## src/rtl/pmod_link_pkg.sv

```systemverilog
// Shared definitions for the Ser/SClk/LClk shift-register link.
// Both the ADC/DAC serial drivers and the receiver import this package.
package pmod_link_pkg;

    localparam int LINK_WIDTH       = 16;
    localparam int LINK_SYNC_STAGES = 2;

    // Bit-counter width: one bit of headroom above WIDTH so overlong frames stay distinguishable.
    function automatic int cnt_width(input int w);
        return $clog2(w + 1) + 1;
    endfunction

endpackage

```

## src/rtl/sync_rise_det.sv

```systemverilog
// Multi-flop synchronizer for one asynchronous link wire, plus a rising-edge detector.
// A pin that is already high when reset releases is not reported as a rise.
module sync_rise_det #(
    parameter int STAGES = 2
) (
    input  logic clk_i,
    input  logic reset_i,
    input  logic d_i,
    output logic q_o,
    output logic rise_o
);

    logic [STAGES-1:0] sync_q;
    logic              prev_q;
    logic [STAGES:0]   arm_q;

    // arm_q fills with ones after reset.
    // Rises are ignored until the synchronizer and prev flop both hold post-reset pin samples.
    always_ff @(posedge clk_i) begin
        if (reset_i) begin
            sync_q <= '0;
            prev_q <= 1'b0;
            arm_q  <= '0;
        end else begin
            sync_q <= {sync_q[STAGES-2:0], d_i};
            prev_q <= sync_q[STAGES-1];
            arm_q  <= {arm_q[STAGES-1:0], 1'b1};
        end
    end

    assign q_o    = sync_q[STAGES-1];
    assign rise_o = sync_q[STAGES-1] & ~prev_q & arm_q[STAGES];

endmodule

```

## src/rtl/serial_latch_rx.sv

```systemverilog
// Receiver for the Ser/SClk/LClk link.
// Shifts Ser in MSB-first on SClk rises and latches the frame to a valid/ready output on LClk rises.
module serial_latch_rx
    import pmod_link_pkg::*;
#(
    parameter int WIDTH       = LINK_WIDTH,
    parameter int SYNC_STAGES = LINK_SYNC_STAGES,
    parameter int CW          = cnt_width(WIDTH)
) (
    input  logic             clk_i,
    input  logic             reset_i,
    input  logic             ser_i,
    input  logic             sclk_i,
    input  logic             lclk_i,
    output logic [WIDTH-1:0] data_o,
    output logic             valid_o,
    input  logic             ready_i,
    output logic             frame_err_o,
    output logic             overrun_o,
    output logic [CW-1:0]    bit_cnt_o
);

    localparam logic [CW-1:0] CNT_MAX   = '1;
    localparam logic [CW-1:0] CNT_FRAME = CW'(WIDTH);

    logic             ser_sync;
    logic             ser_rise_unused;
    logic             sclk_sync;
    logic             sclk_rise;
    logic             lclk_sync;
    logic             lclk_rise;
    logic [WIDTH-1:0] shreg_q;

    // Ser goes through the same synchronizer depth as SClk, so their relative skew is preserved.
    sync_rise_det #(.STAGES(SYNC_STAGES)) u_sync_ser (
        .clk_i   (clk_i),
        .reset_i (reset_i),
        .d_i     (ser_i),
        .q_o     (ser_sync),
        .rise_o  (ser_rise_unused)
    );

    sync_rise_det #(.STAGES(SYNC_STAGES)) u_sync_sclk (
        .clk_i   (clk_i),
        .reset_i (reset_i),
        .d_i     (sclk_i),
        .q_o     (sclk_sync),
        .rise_o  (sclk_rise)
    );

    sync_rise_det #(.STAGES(SYNC_STAGES)) u_sync_lclk (
        .clk_i   (clk_i),
        .reset_i (reset_i),
        .d_i     (lclk_i),
        .q_o     (lclk_sync),
        .rise_o  (lclk_rise)
    );

    // The shift register is never cleared on latch.
    // A short frame leaves stale upper bits, as a 74HC595 does.
    always_ff @(posedge clk_i) begin
        if (reset_i) begin
            shreg_q <= '0;
        end else if (sclk_rise) begin
            shreg_q <= {shreg_q[WIDTH-2:0], ser_sync};
        end
    end

    // When a latch and a shift land in the same cycle, the latch takes the pre-shift word.
    // The new bit then becomes the first bit of the next frame.
    always_ff @(posedge clk_i) begin
        if (reset_i) begin
            bit_cnt_o <= '0;
        end else if (lclk_rise) begin
            bit_cnt_o <= sclk_rise ? CW'(1) : '0;
        end else if (sclk_rise && (bit_cnt_o != CNT_MAX)) begin
            bit_cnt_o <= bit_cnt_o + 1'b1;
        end
    end

    // A latch in the same cycle as a consume keeps valid high with the new frame, and there is no overrun.
    always_ff @(posedge clk_i) begin
        if (reset_i) begin
            data_o      <= '0;
            valid_o     <= 1'b0;
            frame_err_o <= 1'b0;
            overrun_o   <= 1'b0;
        end else begin
            overrun_o <= 1'b0;
            if (lclk_rise) begin
                data_o      <= shreg_q;
                frame_err_o <= (bit_cnt_o != CNT_FRAME);
                valid_o     <= 1'b1;
                overrun_o   <= valid_o & ~ready_i;
            end else if (valid_o && ready_i) begin
                valid_o <= 1'b0;
            end
        end
    end

    // Kept for debug visibility at the synchronizer outputs.
    logic link_idle;
    assign link_idle = ~sclk_sync & ~lclk_sync;

    logic link_idle_unused;
    assign link_idle_unused = link_idle;

endmodule

```

## config.mk

```make
export PLATFORM = sky130hd
export DESIGN_NAME = serial_latch_rx
export DESIGN_NICKNAME = d
export VERILOG_FILES = /design/src/rtl/pmod_link_pkg.sv /design/src/rtl/sync_rise_det.sv /design/src/rtl/serial_latch_rx.sv
export SDC_FILE = /design/constraint.sdc
export NUM_CORES = 1
export LEC_CHECK = 0
export ABC_AREA = 1
export CAP_MARGIN = 15
export CORE_MARGIN = 8
export CORE_UTILIZATION = 35
export CTS_CLUSTER_SIZE = 30
export DETAILED_ROUTE_END_ITERATION = 8
export PLACE_DENSITY_LB_ADDON = 0.15
export SLEW_MARGIN = 5
export SYNTH_ARGS = -nofsm -noshare
export SYNTH_HDL_FRONTEND = slang
export SYNTH_SLANG_ARGS = --single-unit
```

## constraint.sdc

```tcl
create_clock -name clk_i -period 1.4 [get_ports clk_i]
set_input_delay 0.28 -clock clk_i [delete_from_list [all_inputs] [get_ports clk_i]]
set_output_delay 0.28 -clock clk_i [all_outputs]
set_load 0.02 [all_outputs]
```

==> qor.json, run 1 <==
{
  "die": {
    "core.rowCount": 26,
    "start_util_pct": 36.5,
    "design.portCount": 31,
    "die_extent_in_x_um": 89.5,
    "die_y_um": 89.5,
    "core-area_mm2": 0.00517,
    "die_area_mm2": 0.00800
  },
  "placed_design": {
    "dp.final_hpwl_um": 2600,
    "port_buffers": 30,
    "place_congestion": 0.727,
    "placed_cell_area_mm2": 0.00230
  },
  "drt": {
    "detail_route.drc_violations": 0,
    "routed-via-count": 1422,
    "drt-total-wl_um": 3690,
    "per_cell_routed_wire_length_um": 11.3,
    "via_per_inst": 4.35,
    "length_of_the_first_detailed_routing_pass_in_iterations": 4,
    "detailedRoute.firstIterationViolations": 84,
    "ant_nets": 0
  },
  "cells_and_area": {
    "design.final.nets": 264,
    "drive_gt1_share_pct": 14.0,
    "insertedDiodeCount": 0,
    "final_non_filler_cell_area_mm2": 0.00236,
    "layout-area-overhead-vs-synth_pct": 25.0
  },
  "sta": {
    "worst_slew_pin_slew_ns": 0.239,
    "min_period_ns": 1.29,
    "drv_slew": 0,
    "final_hold_viol_count": 0,
    "slew-limit-headroom_pct": 84.1,
    "report.final.setup_viol": 0,
    "final_layout_worst_hold_slack_ns": 0.404,
    "finalClockSkew_ns": 0.00298,
    "fmax_mhz": 774,
    "grt_setup_unrepaired": "false",
    "period_share_pct": 92.3
  },
  "yosys": {
    "synth_cell_types": 25,
    "synth_seq_area_share_pct": 55.1,
    "yosys-top-cells-count": "sky130_fd_sc_hd__dfxtp_1, sky130_fd_sc_hd__nor2_1, sky130_fd_sc_hd__inv_1",
    "synth_top_area_share_pct": 55.1,
    "synth_top_cell_by_area": "sky130_fd_sc_hd__dfxtp_1",
    "ys_warn_count": 0,
    "net_count_after_synthesis": 222,
    "synth.most_common_cell": "sky130_fd_sc_hd__dfxtp_1",
    "total_of_flip_flops_plus_latches_after_synthesis": 52,
    "mappedNetlistArea_mm2": 0.00189,
    "number_of_flops_mapped_to_enable_cells_by_yosys": 0,
    "postSynth.asyncResetShare_pct": 0,
    "ys_dominant_reg_cell": "sky130_fd_sc_hd__dfxtp_1",
    "synth.avg_cell_area_um2": 8.83,
    "synthTopCellsByArea": "sky130_fd_sc_hd__dfxtp_1, sky130_fd_sc_hd__nor2_1, sky130_fd_sc_hd__o21ai_0",
    "post_synth_inst_count": 214
  },
  "clocking": {
    "cts_made_buffers": 5,
    "clock_sinks": 52,
    "path_clk_slew_ns": 0.09,
    "post-cts-setup-buffers": 0,
    "cts_tree": "yes",
    "cts_max_level": 2,
    "clock-root-buffer": "sky130_fd_sc_hd__clkbuf_8",
    "cts_buffer_depth": 2,
    "clock_latency_ns": 0.30,
    "ctsHoldBuffers": 0
  },
  "critical_path": {
    "critical_path_arrival_ns": 1.01,
    "cp.buffers_inverters": 1,
    "path_class": "register to primary output",
    "cp_slowest_cell": "sky130_fd_sc_hd__dfxtp_1",
    "stage_delay_of_the_slowest_cell_on_the_critical_path_ns": 0.37,
    "crit_family": "flip-flops",
    "crit_chain": "dlygate4sd2_1",
    "cp.required_ns": 1.12,
    "worstSetupEndpointType": "primary output",
    "worstSetupStartpointType": "register",
    "path_max_fanout": 3
  },
  "job": {
    "max_cap_viol_count": 0
  },
  "global_route": {
    "global_route_usage_over_all_layers_pct": 10.5,
    "grt_start_max_net_pins": 18,
    "grt_pass1_vias": 1370,
    "globalRouteOverflowTotal": 0,
    "grt_pass1_wl_um": 6460,
    "number_of_antenna_violations_at_the_first_check_in_global_routing": 0
  },
  "min_path": {
    "tightest_hold_check_type": "register to register"
  },
  "run_status": {
    "run_status": "complete, no violations"
  },
  "pwr": {
    "cellPowerDensity_mw_per_mm2": 1020,
    "irDropWorstVdd_mv": 0.469,
    "leakage_nw": 1.10
  }
}
## layout make-up
| class | count | area [um^2] |
|---|---|---|
| Inverter | 29 | 109 |
| Tap cell | 70 | 87.6 |
| Clock inverter | 1 | 8.76 |
| Sequential cell | 52 | 1040 |
| Multi-Input combinational cell | 125 | 669 |
| Clock buffer | 7 | 76.3 |
| Timing Repair Buffer | 43 | 368 |
| Fill cell | 528 | 2810 |
## state kept, by name (all words and copies together), names as in the netlist, 2 cells and up
| register | flops |
|---|---|
| data_o | 16 |
| shreg_q | 16 |
| bit_cnt_o | 6 |
| u_sync_sclk.arm_q | 3 |
| u_sync_lclk.sync_q | 2 |
| u_sync_sclk.sync_q | 2 |
| u_sync_ser.sync_q | 2 |
## stage by stage
step / setup TNS (ns) / instances / setup slack (ns) / power (mW) / utilization, %
after detailed placement: -0.0463 / 319 / -0.00790 / 1.63 / 44.5
after global placement: 0 / 319 / 0.00621 / 1.63 / 44.5
after floorplan: 0 / 214 / 0.0497 / 1.60 / -
final: 0 / 327 / 0.108 / 2.42 / 45.6
after global routing: 0 / 327 / 0.0464 / 2.54 / 45.6
after CTS: 0 / 327 / 0.0286 / 2.46 / 45.5
## per-layer routing
layer  vias to the layer above  routed length [um]  part of all wire, %  track usage [%]
met5                         -                   0                    0                0
met4                         0                  61                  1.7             4.98
met3                         5                 148                  4.0             2.67
met2                        21                1600                   43             15.5
met1                       625                1890                   51             13.8
li1                        771                   -                    -                -
## cells in the final DEF (no fill, tap or decap), types with 2 or more instances in the layout
| cell type | netlist | routed |
|---|---|---|
| sky130_fd_sc_hd__dlygate4sd2_1 | 0 | 24 |
| sky130_fd_sc_hd__o21ai_0 | 22 | 22 |
| sky130_fd_sc_hd__nand4_1 | 2 | 2 |
| sky130_fd_sc_hd__clkdlybuf4s50_1 | 0 | 5 |
| sky130_fd_sc_hd__nor2_2 | 2 | 2 |
| sky130_fd_sc_hd__clkbuf_1 | 1 | 2 |
| sky130_fd_sc_hd__nor2_1 | 35 | 35 |
| sky130_fd_sc_hd__inv_1 | 25 | 25 |
| sky130_fd_sc_hd__nor3_1 | 2 | 2 |
| sky130_fd_sc_hd__buf_4 | 1 | 13 |
| sky130_fd_sc_hd__nand3_1 | 8 | 8 |
| sky130_fd_sc_hd__nand2_1 | 21 | 21 |
| sky130_fd_sc_hd__a21oi_1 | 9 | 9 |
| sky130_fd_sc_hd__nand2_2 | 3 | 3 |
| sky130_fd_sc_hd__inv_2 | 4 | 4 |
| sky130_fd_sc_hd__a22o_1 | 12 | 12 |
| sky130_fd_sc_hd__dfxtp_1 | 52 | 51 |
| sky130_fd_sc_hd__clkbuf_8 | 0 | 5 |
## cell families after synthesis
group,synth area share (%)
buf+inv,9.60
compound gates,15.1
simple gates,18.9
fa+ha+maj,1.32
flops,55.1
## report_power, final
| part | switching, mW | leakage (nW) | internal [mW] |
|---|---|---|---|
| clock network | 0.465 | 0.0424 | 0.358 |
| registers | 0.0109 | 0.422 | 1.50 |
| logic | 0.0491 | 0.635 | 0.0379 |
| total | 0.525 | 1.10 | 1.89 |
## path summary, 6_finish.rpt
check	start	end	slack, ns	depth (start not counted)
worst min-delay path	u_sync_sclk.arm_q[1]	u_sync_sclk.arm_q[2]	0.40	2
worst min register to register	u_sync_sclk.arm_q[1]	u_sync_sclk.arm_q[2]	0.40	2
worst max-delay path	bit_cnt_o[1]	bit_cnt_o[1]	0.11	1
worst max register to register	bit_cnt_o[0]	bit_cnt_o[4]	0.14	6
## what timing repair did
action	in CTS	in global routing
setup endpoints to repair	25	5
resized for setup	25	3
pin swaps	0	0
hold endpoints to repair	0	0
Power figures use the tool's default switching activity.
==> inputs of run 2 (changes only) <==
--- a/config.mk
+++ b/config.mk
@@ -7,12 +7,15 @@
 export LEC_CHECK = 0
 export ABC_AREA = 1
 export CAP_MARGIN = 15
+export CORE_ASPECT_RATIO = 1.1
 export CORE_MARGIN = 8
 export CORE_UTILIZATION = 35
 export CTS_CLUSTER_SIZE = 30
 export DETAILED_ROUTE_END_ITERATION = 8
+export GPL_TIMING_DRIVEN = 0
 export PLACE_DENSITY_LB_ADDON = 0.15
 export SLEW_MARGIN = 5
 export SYNTH_ARGS = -nofsm -noshare
 export SYNTH_HDL_FRONTEND = slang
 export SYNTH_SLANG_ARGS = --single-unit
+export TNS_END_PERCENT = 5
==> qor.json, run 2 (synthesis results as in run 1) <==
{
  "cells_and_area": {
    "design.final.nets": 259,
    "drive_gt1_share_pct": 13.1,
    "mostFrequentLayoutCell": "sky130_fd_sc_hd__dfxtp_1",
    "layout-area-overhead-vs-synth_pct": 24.6,
    "insertedDiodeCount": 0,
    "post_layout_nonfiller_instances": 327,
    "final_cell_mix": "sky130_fd_sc_hd__dfxtp_1, sky130_fd_sc_hd__nor2_1, sky130_fd_sc_hd__inv_1",
    "final_non_filler_cell_area_mm2": 0.00235,
    "reg_top3": "data_o: 16 flops, shreg_q: 16 flops, bit_cnt_o: 6 flops"
  },
  "critical_path": {
    "r2r.worst_path.cells": 6,
    "timing.reg2reg.setup_slack_ns": 0.11,
    "path_class": "register to primary output",
    "worstReg2RegStart": "bit_cnt_o[0]",
    "critical_path_arrival_ns": 1.07,
    "worst_r2r_endpoint": "bit_cnt_o[0]",
    "cp.required_ns": 1.12,
    "cp_slowest_cell": "sky130_fd_sc_hd__dfxtp_1",
    "crit_chain": "dlygate4sd2_1",
    "worstSetupEndpointType": "primary output",
    "crit_family": "flip-flops",
    "cp.buffers_inverters": 1,
    "stage_delay_of_the_slowest_cell_on_the_critical_path_ns": 0.42,
    "path_max_fanout": 5,
    "worstSetupStartpointType": "register",
    "crit_path_start": "bit_cnt_o[3]"
  },
  "die": {
    "core-area_mm2": 0.00529,
    "die_y_um": 93.1,
    "design.portCount": 31,
    "die_extent_in_x_um": 86.1,
    "start_util_pct": 35.7,
    "core.rowCount": 28,
    "die_area_mm2": 0.00801
  },
  "global_route": {
    "grt_pass1_vias": 1329,
    "globalRouteOverflowTotal": 0,
    "grt_start_max_net_pins": 16,
    "grt_pass1_wl_um": 6080,
    "global_route_usage_over_all_layers_pct": 9.52,
    "number_of_antenna_violations_at_the_first_check_in_global_routing": 0
  },
  "clocking": {
    "count_of_cells_resized_by_post_cts_repair": 27,
    "path_clk_slew_ns": 0.09,
    "post-cts-setup-buffers": 0,
    "cts_buffer_depth": 2,
    "cts_max_level": 2,
    "clock-root-buffer": "sky130_fd_sc_hd__clkbuf_8",
    "cts_tree": "yes",
    "cts_made_buffers": 5,
    "ctsHoldBuffers": 0,
    "clock_latency_ns": 0.30,
    "clock_sinks": 52
  },
  "placed_design": {
    "number_of_cells_after_detailed_placement": 319,
    "placement.setup.worst_slack_ns": -0.282,
    "dp.final_hpwl_um": 2550,
    "port_buffers": 30,
    "place_congestion": 0.765,
    "placed_cell_area_mm2": 0.00228
  },
  "sta": {
    "min_period_ns": 1.35,
    "drv_slew": 0,
    "grt_setup_unrepaired": "false",
    "report.final.setup_viol": 0,
    "period_share_pct": 96.6,
    "final_layout_worst_hold_slack_ns": 0.406,
    "fmax_mhz": 739,
    "postLayoutSetupSlackWorst_ns": 0.0472,
    "slew-limit-headroom_pct": 73.7,
    "finalClockSkew_ns": 0.00299,
    "final_hold_viol_count": 0,
    "worst_slew_pin_slew_ns": 0.394
  },
  "drt": {
    "length_of_the_first_detailed_routing_pass_in_iterations": 4,
    "via_per_inst": 4.37,
    "ant_nets": 0,
    "routed-via-count": 1428,
    "per_cell_routed_wire_length_um": 11.0,
    "detail_route.drc_violations": 0,
    "drt-total-wl_um": 3600,
    "detailedRoute.firstIterationViolations": 45
  },
  "min_path": {
    "min_delay_worst_endpoint": "u_sync_sclk.sync_q[1]",
    "timing.hold.worst.start": "u_sync_sclk.sync_q[0]",
    "hold_depth": 2,
    "tightest_hold_check_type": "register to register"
  },
  "pwr": {
    "cellPowerDensity_mw_per_mm2": 1040,
    "irDropWorstVdd_mv": 0.458,
    "design_power_total_mw": 2.45,
    "leakage_nw": 1.07
  },
  "run_status": {
    "run_status": "complete, no violations"
  },
  "job": {
    "max_cap_viol_count": 0
  }
}
-- run 2: worst max-delay path by stage --
stage / to / slack, ns / depth (start not counted)
global route: data_o[10] / 0.0003 / 6
detailed placement: data_o[8] / -0.28 / 6
CTS: bit_cnt_o[0] / 0.002 / 6
floorplan: bit_cnt_o[5] / 0.05 / 8
finish: bit_cnt_o[3] / 0.05 / 1
global placement: data_o[7] / -0.27 / 6
-- run 2: report_power, final --
group	internal (mW)	leakage, nW	switching (mW)	total [mW]
Combinational	0.0364	0.606	0.0492	0.0856
Clock	0.402	0.0445	0.457	0.859
Sequential	1.50	0.423	0.0111	1.51
Total	1.94	1.07	0.517	2.45
-- run 2: final cells by class --
cell class	count	area, um^2
multi-input cells	125	669
repair buffers	30	272
fillers	555	2940
clock buffers	7	86.3
plain buffers	8	72.6
clock inverters	1	7.51
flip-flops and latches	52	1040
well taps	75	93.8
inverters	29	109
-- run 2: per-stage QoR --
stage	utilization, %	setup TNS (ns)
after floorplan	-	0
after detailed placement	43.2	-5.22
after global routing	44.5	0
final	44.5	0
after global placement	43.2	-4.94
after CTS	44.4	0
-- run 2: worst register-to-register path: cells and delay by family, from the launching register on --
| family | cells | cell delay, ns |
|---|---|---|
| fa+ha+maj | 1 | 0.23 |
| compound gates | 2 | 0.25 |
| flops | 1 | 0.39 |
| simple gates | 3 | 0.31 |
-- run 2: routing by layer --
metal,wire length (um),part of all wire [%],GRT usage (%),up-vias
li1,-,-,-,762
met1,1740,48,10.8,634
met2,1600,45,15.6,26
met3,189,5.3,3.16,6
met4,64,1.8,4.82,0
met5,0,0,0,-
